`src/rtl/sobel_core_pipe.sv`:
```
// sobel_core_pipe -- pipelined 3x3 Sobel edge-magnitude core with valid/ready.
//
// Takes one 3x3 window per accepted beat and produces one edge pixel three
// register stages later. Stage 1 forms signed gradients gx/gy. Stage 2 forms the
// combined magnitude selected by the per-beat mode. Stage 3 clips the magnitude
// to the output width and flags saturation. All stages advance together on
// adv = ~valid_o | ready_i, so a stalled output freezes the whole pipe.
//
// Optional build macro: SOBEL_THRESHOLD_EN. It enables a loadable threshold
// register that binarises the clipped output.
//
// Ports:
//   clk_i, rst_i          clock, synchronous active-high reset
//   pix_i                 9 pixels, k = 3*row + col at [k*W +: W]
//   mode_i                00 |X|+|Y|, 01 max, 10 |X|, 11 |Y|
//   valid_i / ready_o     input handshake
//   pix_o, sat_o          edge magnitude and "was clipped" flag
//   valid_o / ready_i     output handshake
//   sat_clr_i, sat_cnt_o  saturation event counter (sticky at max)
//   thresh_i, thresh_ld_i threshold load (ignored unless SOBEL_THRESHOLD_EN)
module sobel_core_pipe #(
    parameter int PIXEL_WIDTH_IN  = 8,
    parameter int PIXEL_WIDTH_OUT = 8,
    parameter int SAT_CNT_WIDTH   = 16,
    parameter int THRESH_DEFAULT  = 128
) (
    input  logic                         clk_i,
    input  logic                         rst_i,
    input  logic [9*PIXEL_WIDTH_IN-1:0]  pix_i,
    input  logic [1:0]                   mode_i,
    input  logic                         valid_i,
    output logic                         ready_o,
    output logic [PIXEL_WIDTH_OUT-1:0]   pix_o,
    output logic                         sat_o,
    output logic                         valid_o,
    input  logic                         ready_i,
    input  logic                         sat_clr_i,
    output logic [SAT_CNT_WIDTH-1:0]     sat_cnt_o,
    input  logic [PIXEL_WIDTH_OUT-1:0]   thresh_i,
    input  logic                         thresh_ld_i
);
    localparam int W  = PIXEL_WIDTH_IN;
    localparam int O  = PIXEL_WIDTH_OUT;
    localparam int GW = W + 3;   // signed gradient width, holds +/-4(2^W-1)
    localparam int AW = W + 2;   // absolute gradient width
    localparam int MW = W + 3;   // combined magnitude width (ax+ay)
    localparam logic [MW-1:0] MAX_M = MW'((64'd1 << O) - 64'd1);

    // Pipeline state
    logic                 v1_q, v2_q, v3_q;
    logic signed [GW-1:0] gx_q, gy_q;
    logic [1:0]           mode_q;
    logic [MW-1:0]        m_q;
    logic [O-1:0]         pix_q;
    logic                 sat_q;
    logic [SAT_CNT_WIDTH-1:0] sat_cnt_q;

    logic adv;
    assign adv     = ~v3_q | ready_i;
    assign ready_o = adv;

    // Zero-extended signed copies of the nine pixels
    logic signed [GW-1:0] p [9];
    generate
        for (genvar gi = 0; gi < 9; gi++) begin : g_unpack
            assign p[gi] = $signed({3'b000, pix_i[gi*W +: W]});
        end
    endgenerate

    // Stage 1 combinational: gradients. The shift doubles without widening.
    logic signed [GW-1:0] gx_d, gy_d;
    assign gx_d = (p[2] - p[0]) + ((p[5] - p[3]) <<< 1) + (p[8] - p[6]);
    assign gy_d = (p[6] - p[0]) + ((p[7] - p[1]) <<< 1) + (p[8] - p[2]);

    // Stage 2 combinational: absolute values and mode combine
    logic [GW-1:0] ngx, ngy;
    logic [AW-1:0] ax, ay;
    logic [MW-1:0] m_d;
    assign ngx = -gx_q;
    assign ngy = -gy_q;
    assign ax  = gx_q[GW-1] ? ngx[AW-1:0] : gx_q[AW-1:0];
    assign ay  = gy_q[GW-1] ? ngy[AW-1:0] : gy_q[AW-1:0];

    always_comb begin
        m_d = '0;
        case (mode_q)
            2'b00:   m_d = {1'b0, ax} + {1'b0, ay};
            2'b01:   m_d = (ax >= ay) ? {1'b0, ax} : {1'b0, ay};
            2'b10:   m_d = {1'b0, ax};
            default: m_d = {1'b0, ay};
        endcase
    end

    // Stage 3 combinational: clip, and optional binarisation
    logic         sat_d;
    logic [O-1:0] clip_val;
    logic [O-1:0] pix_d;
    assign sat_d    = (m_q > MAX_M);
    assign clip_val = sat_d ? {O{1'b1}} : m_q[O-1:0];

`ifdef SOBEL_THRESHOLD_EN
    logic [O-1:0] thr_q;
    always_ff @(posedge clk_i) begin
        if (rst_i)
            thr_q <= O'(THRESH_DEFAULT);
        else if (thresh_ld_i)
            thr_q <= thresh_i;
    end
    assign pix_d = (clip_val >= thr_q) ? {O{1'b1}} : {O{1'b0}};
`else
    logic unused_thresh;
    assign unused_thresh = ^{thresh_i, thresh_ld_i};
    assign pix_d = clip_val;
`endif

    // Pipeline registers: every stage moves only when the output can move
    always_ff @(posedge clk_i) begin
        if (rst_i) begin
            v1_q   <= 1'b0;
            v2_q   <= 1'b0;
            v3_q   <= 1'b0;
            gx_q   <= '0;
            gy_q   <= '0;
            mode_q <= 2'b00;
            m_q    <= '0;
            pix_q  <= '0;
            sat_q  <= 1'b0;
        end else if (adv) begin
            v1_q   <= valid_i;
            gx_q   <= gx_d;
            gy_q   <= gy_d;
            mode_q <= mode_i;
            v2_q   <= v1_q;
            m_q    <= m_d;
            v3_q   <= v2_q;
            pix_q  <= pix_d;
            sat_q  <= sat_d;
        end
    end

    // Saturation counter: clear wins, otherwise sticky increment on delivery
    always_ff @(posedge clk_i) begin
        if (rst_i)
            sat_cnt_q <= '0;
        else if (sat_clr_i)
            sat_cnt_q <= '0;
        else if (v3_q && ready_i && sat_q && !(&sat_cnt_q))
            sat_cnt_q <= sat_cnt_q + 1'b1;
    end

    assign valid_o   = v3_q;
    assign pix_o     = pix_q;
    assign sat_o     = sat_q;
    assign sat_cnt_o = sat_cnt_q;

endmodule

```
`config.mk`:
```
export PLATFORM = sky130hd
export DESIGN_NAME = sobel_core_pipe
export DESIGN_NICKNAME = d
export VERILOG_FILES = /design/src/rtl/sobel_core_pipe.sv
export SDC_FILE = /design/constraint.sdc
export NUM_CORES = 1
export LEC_CHECK = 0
export CORE_MARGIN = 8
export CORE_UTILIZATION = 50
export CTS_CLUSTER_DIAMETER = 80
export DETAILED_ROUTE_END_ITERATION = 10
export MAX_ROUTING_LAYER = met4
export PLACE_DENSITY = 0.76
export SETUP_SLACK_MARGIN = 0.02
export SKIP_CTS_REPAIR_TIMING = 1
export SLEW_MARGIN = 20
export SYNTH_ARGS = -nofsm -noshare
export SYNTH_HDL_FRONTEND = slang
export SYNTH_SLANG_ARGS = --single-unit
```
`constraint.sdc`:
```
create_clock -name clk_i -period 7.2 [get_ports clk_i]
set_input_delay 1.44 -clock clk_i [delete_from_list [all_inputs] [get_ports clk_i]]
set_output_delay 1.44 -clock clk_i [all_outputs]
set_load 0.05 [all_outputs]
```
Yosys cells after proc, flatten, opt, wreduce, memory -nomap -nowiden
Index checks and enable logic that the tools add are counted.
Widths: inputs -> output; s select.

cells by class
  divide/modulo/power cells = 0
  multiplexer cells = 5
  multiply operators = 0
  add/subtract/negate cells = 14
  order comparisons = 2
  shift operators = 0
  reductions and logical operators = 7
  bitwise logic cells = 2
  equality and inequality tests = 2

operators with widths
  kind                   number
  $sub 8x8->9            6
  $pmux 11 s3            1
  $mux 10                3
  $add 11x9->11          2
  $add 9x10->11          2
  $neg 10->10            2
  $add 16x1->16 const B  1
  $reduce_and 16->1      1
  $add 10x10->11         1
  $gt 11x8->1 const B    1
  $ge 10x10->1           1
  $mux 8                 1
  $logic_and 1x1->1      3
  $eq 2x1->1 const B     1
  $eq 2x2->1 const B     1
  $logic_not 2->1        1
  $reduce_or 2->1        1
  $logic_not 1->1        1
  $not 1->1              1
  $or 1x1->1             1

word-level totals
  memory bits (read-only) = 0
  bits in writable memories = 0
  latch bits = 0
  register bits after elaboration = 63
  output and inout bits = 27
  memories = 0
  logic and storage cells = 42
  input bits = 88

Longest topological paths before layout
  depth in word-level cells = 5
  depth in mapped cells = 19
  gate-level depth less buffers = 19

Least setup slack after synthesis
Ideal clock, no wire load.

  kind = input-to-reg
  start point = input port pix_i[1]
  end point = register gy_q[10]
  path buffers = 0
  cell stages on the path = 18
  path slack = 2.482 ns
  library setup time = 0.166 ns
  data required time = 7.034 ns
  arrival time = 4.552 ns
  path through = inv_1 > ha_1 > nor2b_1 > o21ai_0 > a21oi_1 > o21ai_0 > nand2b_1 > a21o_1 > a21oi_1 > xor2_1 > fa_1 > inv_1 > ha_1 > or3_1 > o211ai_1 > o21a_1 > xnor2_1 > a211oi_1

between the ends
  cells in the longest elaborated chain, start to end = 3

RTL lines
  item                  line  source
  start, declared       29    input logic [9*PIXEL_WIDTH_IN-1:0] pix_i,
  $sub 8x8->9           73    assign gy_d = (p[6] - p[0]) + ((p[7] - p[1]) <<< 1) + (p[8] - p[2]);
  $add 9x10->11         73
  $add 11x9->11         73
  end signal, assigned  131   gy_q <= gy_d;
  end, declared         51    logic signed [GW-1:0] gx_q, gy_q;

No other way between the ends.
A chain may end at the register's enable or synchronous reset.

Final worst setup path
  start point = input port pix_i[17]
  end point = register gy_q[10]

between the ends
  cells in the longest elaborated chain, start to end = 2

RTL lines
  item           line
  $sub 8x8->9    73
  $add 11x9->11  73

No other way between the ends.

==> impl_metrics.yaml <==
global_route:
  grt_overflow_total: 0
  antenna_found_initial: 0
  first_global_vias: 5842
  grt_pass1_wl_mm: 26.05
  grt_use_total: 0.1793
  grt_max_degree: 50
drt:
  drt_iter0_drc: 220
  wl_per_cell_um: 13.43
  wirelength_mm: 15.55
  routed_via_density: 5.184
  drcViolationCount: 0
  antenna_left: 0
  vias: 6003
  first_pass_iters: 5
synth:
  synthTopCellsByArea: "dfxtp_1 18%, ha_1 16%, fa_1 7.8%"
  netlist.area_leader.share: 0.1830
  synth_area_per_cell_um2: 7.761
  syn_nets: 1093
  synthTopCellsByCount: "143 x inv_1, 90 x ha_1, 76 x a21oi_1, 76 x nand2_1, 70 x nor2_1"
  ys_seq_area_frac: 0.1830
  ys.flop_type: "dfxtp_1"
  syn-cell-area_um2: 6892
  synth_most_common_cell: "inv_1"
  synthArstFlopShare: 0
  synth_top_cell_by_area: "dfxtp_1"
  syn_inst: 888
  yosysUniqueCellTypes: 72
  ys_warn_count: 0
  synth_edf_count: 0
  synth_seq_cells: 63
layout:
  final_util: 0.6101
  syn_to_final_growth_pct: 20.97
  fin_cells: 1158
  finalNetCount: 1178
  antenna_cells: 0
  stdcell_area_um2: 8337
  drive_above_1_share: 0.04090
floorplanning:
  core_area_um2: 13670
  die_h_um: 133.4
  initial_core_util: 0.5043
  floorplan.die_area_um2: 17800
  core.rowCount: 43
  io-pin-count: 115
  die_x_um: 133.4
pwr:
  combPwrFrac: 0.684
  clockPowerShare: 0.144
  power.total_mw: 3.231
  p_int_mw: 1.744
  switching_power_mw: 1.487
  ir_worst_vdd_uv: 163.3
  leakagePower_nw: 3.850
  switching_share: 0.4602
  p_seq_frac: 0.171
  p_per_area_nw_per_um2: 387.6
timing:
  fin_setup_tns_ns: 0
  rsz0062_at_grt: "false"
  timing.hold.ws_ns: 0.4510
  finalHoldViolCount: 0
  fmax_mhz: 192.0
  period_needed_ns: 5.208
  final.setup.worst_slack_ns: 1.992
  finalMaxSlewViolations: 0
  timing.slew.headroom: 0.3789
  worstMarginPinSlew_ns: 0.9317
  finalSetupViolCount: 0
  clock-skew-final_ns: 0.004544
  finalCritPeriodShare: 0.7233
worst_setup_path:
  arrival_ns: 5.38
  required_ns: 7.37
  critPathKind: "in2reg"
  rr_startpoint: "gy_q[0]"
  rr_worst_depth: 14
  r2r_slack_ns: 2.88
  critPathLaunchType: "primary input"
  r2r-end: "m_q[3]"
  cp_max_fo: 3
  end_kind: "flip-flop"
clock_network:
  numCtsBuffers: 9
  clk_pin_slew_worst_paths_ns: 0.05
  root_buffer: "clkbuf_16"
  cts_buffer_depth: 2
  cts_tree: "yes"
  cts.sinks: 63
  clock_latency_ns: 0.33
  h-tree-depth: 3
status:
  status: "finished clean"
placement:
  dp_slack_ns: 1.641
  placed_cell_area_um2: 8001
  io_buffer_count: 97
  dp_cells: 1142
  routabilityCongestion: 0.9383
  hpwl_mm: 12.83
worst_hold_path:
  min_path_type: "reg2reg"
  whs_path_depth: 2
  hp-start: "v2_q"
  worstHoldEndpoint: "v2_q"
flow_run:
  drv_cap: 0
-- power by group through the flow --
stage,clock [mW],sequential [mW],combinational [mW]
floorplan,0,0.598,1.69
finish,0.467,0.553,2.21
global route,0.489,0.572,2.46
detailed placement,0,0.560,2.17
CTS,0.474,0.555,2.19
global placement,0,0.555,2.13
-- how the worst max path moves through the flow --
stage                          from        to  slack, ns  depth (start not counted)
after global routing       pix_i[1]  gy_q[10]       1.63                         19
final                     pix_i[17]  gy_q[10]       1.99                         19
after CTS                  pix_i[1]  gy_q[10]       1.99                         19
after global placement    pix_i[17]  gy_q[10]       1.71                         19
after floorplan            pix_i[1]  gy_q[10]       2.48                         18
after detailed placement   pix_i[1]  gy_q[10]       1.64                         19
-- layer usage --
| layer | share of wire | track usage |
|---|---|---|
| met5 | 0 | - |
| met4 | 0.025 | 0.06862 |
| met3 | 0.042 | 0.03200 |
| met2 | 0.48 | 0.3027 |
| met1 | 0.45 | 0.2080 |
-- layout make-up --
type	instances	area (um^2)
clock inverters	5	81.33
clock buffers	11	242.7
repair buffers	100	988.4
flip-flops and latches	63	1261
inverters	145	544.3
well taps	180	225.2
fillers	1268	5329
multi-input cells	654	4994
-- registers in the layout, indices dropped and copies added, names as in the netlist --
name,cells
valid_o,1
sat_o,1
m_q,11
gy_q,11
v2_q,1
sat_cnt_o,16
pix_o,8
v1_q,1
gx_q,11
mode_q,2
-- cells in the final DEF (no fill, tap or decap), drive strengths merged, types with 10 or more instances in the layout --
master           n
inv            144
clkdlybuf4s50   96
ha              90
a21oi           76
nand2           76
nor2            70
dfxtp           63
xnor2           56
o21ai           39
fa              27
xor2            24
nor3            21
nand2b          16
nor2b           16
o21bai          13
a21o            11
or3             11
clkbuf          11
nand3           10
-- cells by family after synthesis --
kind of cell	after synthesis	synth area share
XOR/XNOR	80	0.1028
AND/OR/NAND/NOR	253	0.1790
multiplexers	7	0.01035
adder cells (fa/ha/maj)	117	0.2418
flip-flops	63	0.1830
AO/OA/AOI/OAI	197	0.1886
buffers and inverters	171	0.09441
-- critical path, stage by stage --
cell,delay [ns]
clkdlybuf4s50_1,0.56
inv_1,0.12
ha_1,0.29
nor2b_1,0.12
o21ai_0,0.21
a21oi_1,0.12
o21ai_0,0.15
nand2b_1,0.11
a21o_1,0.18
a21oi_1,0.16
xor2_1,0.29
fa_1,0.48
inv_1,0.07
ha_1,0.24
or2_2,0.29
o211ai_1,0.14
o21a_1,0.18
xnor2_1,0.14
a211oi_1,0.09
Note: power is estimated with default switching activity, not from simulation.
